--- src/rtl/bus_source_arbiter_pkg.sv ---
// Shared types and helpers for the round-robin bus source arbiter.
// Holds the FSM encoding, the owner index width and the round-robin pick.
package bus_source_arbiter_pkg;

    typedef enum logic {
        IDLE  = 1'b0,
        GRANT = 1'b1
    } state_t;

    localparam int OWNER_W = 3;

    // Rotate requests so the slot after 'last' sits at bit 0, take the lowest
    // set bit, then rotate the found index back into source numbering.
    function automatic logic [OWNER_W-1:0] rr_pick(
        input logic [7:0]         req,
        input logic [OWNER_W-1:0] last,
        input int                 n
    );
        logic [7:0]         rot;
        logic [OWNER_W-1:0] first;
        logic               found;
        int                 idx;
        rot   = '0;
        first = '0;
        found = 1'b0;
        for (int j = 0; j < 8; j++) begin
            if (j < n) begin
                idx    = (int'(last) + 1 + j) % n;
                rot[j] = req[idx[2:0]];
            end
        end
        for (int j = 0; j < 8; j++) begin
            if (!found && rot[j]) begin
                found = 1'b1;
                first = OWNER_W'(j);
            end
        end
        idx = (int'(last) + 1 + int'(first)) % n;
        return OWNER_W'(idx);
    endfunction

endpackage

--- src/rtl/bus_source_arbiter_gate_or.sv ---
// Flag-gated source words OR-reduced onto one shared bus.
// Purely combinational; with no flag raised the bus reads zero.
module bus_gate_or
    import bus_source_arbiter_pkg::*;
#(
    parameter int N_SRC = 4,
    parameter int WIDTH = 8
) (
    input  logic [N_SRC-1:0]       gnt,
    input  logic [N_SRC*WIDTH-1:0] src_data,
    output logic [WIDTH-1:0]       gbus
);

    always_comb begin
        gbus = '0;
        for (int i = 0; i < N_SRC; i++) begin
            if (gnt[i]) begin
                gbus = gbus | src_data[i*WIDTH +: WIDTH];
            end
        end
    end

endmodule

--- src/rtl/bus_source_arbiter.sv ---
// Round-robin arbiter sharing one gated bus among N_SRC sources, with bounded
// per-owner locking and a registered valid/ready output slot.
module bus_source_arbiter
    import bus_source_arbiter_pkg::*;
#(
    parameter int N_SRC    = 4,
    parameter int WIDTH    = 8,
    parameter int MAX_HOLD = 4
) (
    input  logic                   clk,
    input  logic                   reset,
    input  logic [N_SRC-1:0]       req,
    input  logic [N_SRC-1:0]       lock,
    input  logic [N_SRC*WIDTH-1:0] src_data,
    output logic [N_SRC-1:0]       gnt,
    output logic [WIDTH-1:0]       bus_out,
    output logic                   bus_valid,
    output logic [OWNER_W-1:0]     bus_owner,
    input  logic                   sink_ready
);

    state_t             state, state_nxt;
    logic [OWNER_W-1:0] owner, owner_nxt;
    logic [OWNER_W-1:0] last_owner, last_owner_nxt;
    logic [3:0]         beat_cnt, beat_cnt_nxt;
    logic [N_SRC-1:0]   gnt_nxt;
    logic [WIDTH-1:0]   bus_out_nxt;
    logic               bus_valid_nxt;
    logic [OWNER_W-1:0] bus_owner_nxt;

    logic [WIDTH-1:0]   gbus;
    logic [7:0]         req_ext, lock_ext;
    logic [OWNER_W-1:0] pick;
    logic               slot_free, hold_ok;

    bus_gate_or #(
        .N_SRC (N_SRC),
        .WIDTH (WIDTH)
    ) u_gate_or (
        .gnt      (gnt),
        .src_data (src_data),
        .gbus     (gbus)
    );

    // NOTE: state registers use non-blocking assignments so every flop samples
    // the pre-edge values computed by the combinational block.
    always_ff @(posedge clk) begin
        if (reset) begin
            state      <= IDLE;
            owner      <= '0;
            last_owner <= OWNER_W'(N_SRC - 1);
            beat_cnt   <= '0;
            gnt        <= '0;
            bus_out    <= '0;
            bus_valid  <= 1'b0;
            bus_owner  <= '0;
        end else begin
            state      <= state_nxt;
            owner      <= owner_nxt;
            last_owner <= last_owner_nxt;
            beat_cnt   <= beat_cnt_nxt;
            gnt        <= gnt_nxt;
            bus_out    <= bus_out_nxt;
            bus_valid  <= bus_valid_nxt;
            bus_owner  <= bus_owner_nxt;
        end
    end

    // NOTE: every output of this block gets a default first so no path through
    // the case statement can leave a value unassigned and infer a latch.
    always_comb begin
        state_nxt      = state;
        owner_nxt      = owner;
        last_owner_nxt = last_owner;
        beat_cnt_nxt   = beat_cnt;
        gnt_nxt        = gnt;
        bus_out_nxt    = bus_out;
        bus_valid_nxt  = bus_valid;
        bus_owner_nxt  = bus_owner;

        req_ext                = '0;
        lock_ext               = '0;
        req_ext[N_SRC-1:0]     = req;
        lock_ext[N_SRC-1:0]    = lock;
        pick                   = rr_pick(req_ext, last_owner, N_SRC);
        slot_free              = !bus_valid || sink_ready;
        hold_ok                = ({1'b0, beat_cnt} + 5'd1) < 5'(MAX_HOLD);

        if (bus_valid && sink_ready) begin
            bus_valid_nxt = 1'b0;
        end

        unique case (state)
            IDLE: begin
                gnt_nxt = '0;
                if (|req) begin
                    gnt_nxt      = {{(N_SRC-1){1'b0}}, 1'b1} << pick;
                    owner_nxt    = pick;
                    beat_cnt_nxt = '0;
                    state_nxt    = GRANT;
                end
            end
            GRANT: begin
                if (!req_ext[owner]) begin
                    gnt_nxt        = '0;
                    last_owner_nxt = owner;
                    state_nxt      = IDLE;
                end else if (slot_free) begin
                    bus_out_nxt   = gbus;
                    bus_owner_nxt = owner;
                    bus_valid_nxt = 1'b1;
                    beat_cnt_nxt  = beat_cnt + 4'd1;
                    // Release shares the edge with the final beat of a tenure.
                    if (!(lock_ext[owner] && hold_ok)) begin
                        gnt_nxt        = '0;
                        last_owner_nxt = owner;
                        state_nxt      = IDLE;
                    end
                end
            end
            default: state_nxt = IDLE;
        endcase
    end

endmodule

--- config.mk ---
export PLATFORM = sky130hd
export DESIGN_NAME = bus_source_arbiter
export DESIGN_NICKNAME = d
export VERILOG_FILES = /design/src/rtl/bus_source_arbiter_pkg.sv /design/src/rtl/bus_source_arbiter_gate_or.sv /design/src/rtl/bus_source_arbiter.sv
export SDC_FILE = /design/constraint.sdc
export NUM_CORES = 1
export LEC_CHECK = 0
export BUFFER_PORTS_ARGS = -buffer_cell sky130_fd_sc_hd__buf_2
export CORE_ASPECT_RATIO = 0.6
export CORE_MARGIN = 3
export CORE_UTILIZATION = 40
export DETAILED_ROUTE_END_ITERATION = 12
export GPL_ROUTABILITY_DRIVEN = 1
export PLACE_DENSITY = 0.7
export SLEW_MARGIN = 20
export SYNTH_ARGS = -nofsm -noshare
export SYNTH_HDL_FRONTEND = slang
export SYNTH_SLANG_ARGS = --single-unit
--- constraint.sdc ---
create_clock -name clk -period 2.87 [get_ports clk]
set_input_delay 0.574 -clock clk [delete_from_list [all_inputs] [get_ports clk]]
set_output_delay 0.574 -clock clk [all_outputs]
set_load 0.005 [all_outputs]
==> results.toml <==
[grt]
grt_use_met3 = 0.0404
grt_max_degree = 26
grtUsageTotal = 0.167
first_global_vias = 1260
grt_use_met1 = 0.250
use_met2 = 0.249
grt_pass1_wl_mm = 6.07
grt_most_used_layer = "met1"
antenna_found_initial = 0
overflow = 0

[status]
status = "completed"

[floorplan]
rows = 16
start_util = 0.435
die-area_um2 = 4490
fp.dieW_um = 84.5
coreArea_um2 = 3400
die_h_um = 53.1
io_pins = 59

[pwr]
p_int_uw = 716
ir_worst_vdd_v = 0.000249
pwr_density_cell_nw_per_um2 = 586
seqPwrFrac = 0.420
p_leak_uw = 0.000720
p_switching_uw = 343
comb_power_share = 0.303
clkPwrFrac = 0.278
swShare = 0.324

[logic_synthesis]
yosysUniqueCellTypes = 47
synth_top_area_cell = "dfxtp_1"
synth_top_area_frac = 0.325
postSynthCellCount = 182
synth-seq-cells = 24
synthTopCellsByArea = "dfxtp_1 (32%), a22oi_1 (8.1%), nor2_1 (5.8%)"
synth_area_um2 = 1480
synthArstFlopShare = 0
synth_edf_count = 0
syn_nets = 227
ys.flop_type = "dfxtp_1"
yosys_warnings = 0
avgSynthCellArea_um2 = 8.13
ys_seq_area_frac = 0.325

[drt]
dr.pass1.iters = 4
antenna_left = 0
detail_route.iter0.violations = 105
drc = 0
vias = 1543
routed_via_density = 5.67
routed_wl_mm = 3.74
wire_per_inst_um = 13.8

[run]
drv_cap = 0

[finish]
finalNonFillerCells = 272
multi_input_area_um2 = 903
final_common_cell = "buf_2"
fillerInstances = 326
final_cell_mix = "buf_2 (57), dfxtp_1 (24), nor2_1 (23)"
final-seq-area_um2 = 480
antenna_cells = 0
layout-drive-gt1-share = 0.317
nets = 273
synthToLayoutAreaGrowth_pct = 22.3

[clock_network]
worst_setup_hold_path_clk_slew_ns = 0.09
post_cts_buffers = 0
cts_resized = 0
cts_buffers = 3
clk_latency_ns = 0.26
htreeDepth = 1
cts.path.max_buffers = 2
root_buffer = "clkbuf_8"
cts_sinks = 24
cts_hold_buf = 0
cts_tree = "built"

[place]
globalplace.congestion = 0.790
port_buffers = 57
dp_hpwl_mm = 2.77
dp.cells = 268

[sta]
final-setup-viol-count = 0
fin_tns_setup_ns = 0
final_max_slew_viol_count = 0
period_share = 0.771
worstMarginPinSlew_ns = 0.566
rsz0062_at_grt = "no"
max_slew_margin = 0.623
period_needed_ns = 2.21
fin_skew_ns = 0.00337
fmax_mhz = 452
hold_viol_final = 0

[critical_path]
required_ns = 3.07
critical-path-max-stage-delay_ns = 0.55
critPathLaunchType = "flop"
cp-end-kind = "flop"
cp_max_fo = 11
worst-setup-path-type = "reg2reg"
worstPathArrival_ns = 2.41
cp_slowest_cell = "dfxtp_1"
cp_cell_sequence = "inv_1 -> nor3b_1 -> a21oi_1 -> o211ai_1 -> ha_1 -> xnor2_1 -> xor2_1 -> and3_1 -> o21ai_0 -> a31oi_1"

[min_path]
holdCritPathClass = "reg2reg"
[worst max-delay path, delay by kind of cell (launching register included)]
| family | cells | cell delay [ns] |
|---|---|---|
| simple gates | 2 | 0.41 |
| xor+xnor | 2 | 0.42 |
| flops | 1 | 0.55 |
| compound gates | 4 | 0.44 |
| buf+inv | 1 | 0.14 |
| fa+ha+maj | 1 | 0.18 |
[cells in the mapped netlist (all sizes together) (2+ instances only)]
| cell type | count |
|---|---|
| nand3b | 2 |
| nor2b | 2 |
| o21ai | 5 |
| nand3 | 13 |
| a211o | 2 |
| nand2b | 2 |
| a22oi | 16 |
| mux4 | 2 |
| buf | 8 |
| inv | 3 |
| nor2 | 24 |
| a311oi | 8 |
| or3 | 2 |
| nor3 | 5 |
| clkbuf | 8 |
| xnor2 | 2 |
| nand2 | 13 |
| and3 | 3 |
| dfxtp | 24 |
| a21oi | 13 |
| ha | 2 |
| a31oi | 5 |
[metal layers]
metal / vias to the layer above / part of all wire
li1: 778 / -
met1: 718 / 0.50
met2: 45 / 0.43
met3: 2 / 0.067
met4: 0 / 0.0021
met5: - / 0
[power groups by stage]
stage	sequential, µW	clock [µW]	combinational [µW]
floorplan	412	0	266
global placement	452	0	317
detailed placement	452	0	319
CTS	445	301	322
global route	456	314	361
finish	444	294	320
[registers in the layout (all words and copies together) (netlist names)]
register / cells
owner: 2
gnt: 4
bus_valid: 1
bus_owner: 2
bus_out: 8
last_owner: 2
beat_cnt: 4
state: 1
[logic make-up after synthesis]
logic type | count (synthesis) | share of synthesized area
adders and majority gates | 2 | 0.0169
muxes | 3 | 0.0381
other | 1 | 0.00254
DFF | 24 | 0.325
xor gates and xnor gates | 3 | 0.0178
AOI/OAI and AO/OA | 60 | 0.306
and+or+nand+nor | 70 | 0.229
buffers and inverters | 19 | 0.0643
[area by class of cell]
| class | instances | area share |
|---|---|---|
| flip-flops and latches | 24 | 0.266 |
| repair buffers | 57 | 0.158 |
| clock buffers | 3 | 0.0228 |
| clock inverters | 1 | 0.0166 |
| well taps | 45 | 0.0311 |
| multi-input cells | 139 | 0.500 |
| inverters | 3 | 0.00623 |
[worst paths after layout]
check                                   start      endpoint  slack [ns]  depth (start not counted)
worst max-delay path            last_owner[0]        gnt[3]        0.66                         10
worst min-delay path             bus_owner[1]  bus_owner[1]        0.46                          2
worst max register to register  last_owner[0]        gnt[3]        0.66                         10
worst min register to register   bus_owner[1]  bus_owner[1]        0.46                          2
[metrics by stage]
step                power [µW]  hold WS [ns]   util  cell area (µm²)  setup WS [ns]
global placement           769         0.452  0.510             1740          0.490
finish                    1060         0.461  0.531             1810          0.656
CTS                       1070         0.467  0.531             1810          0.643
detailed placement         771         0.450  0.510             1740          0.440
floorplan                  677         0.453      -             1480          0.619
global route              1130         0.485  0.531             1810          0.328
No activity file was read; power rests on OpenSTA's default activity.
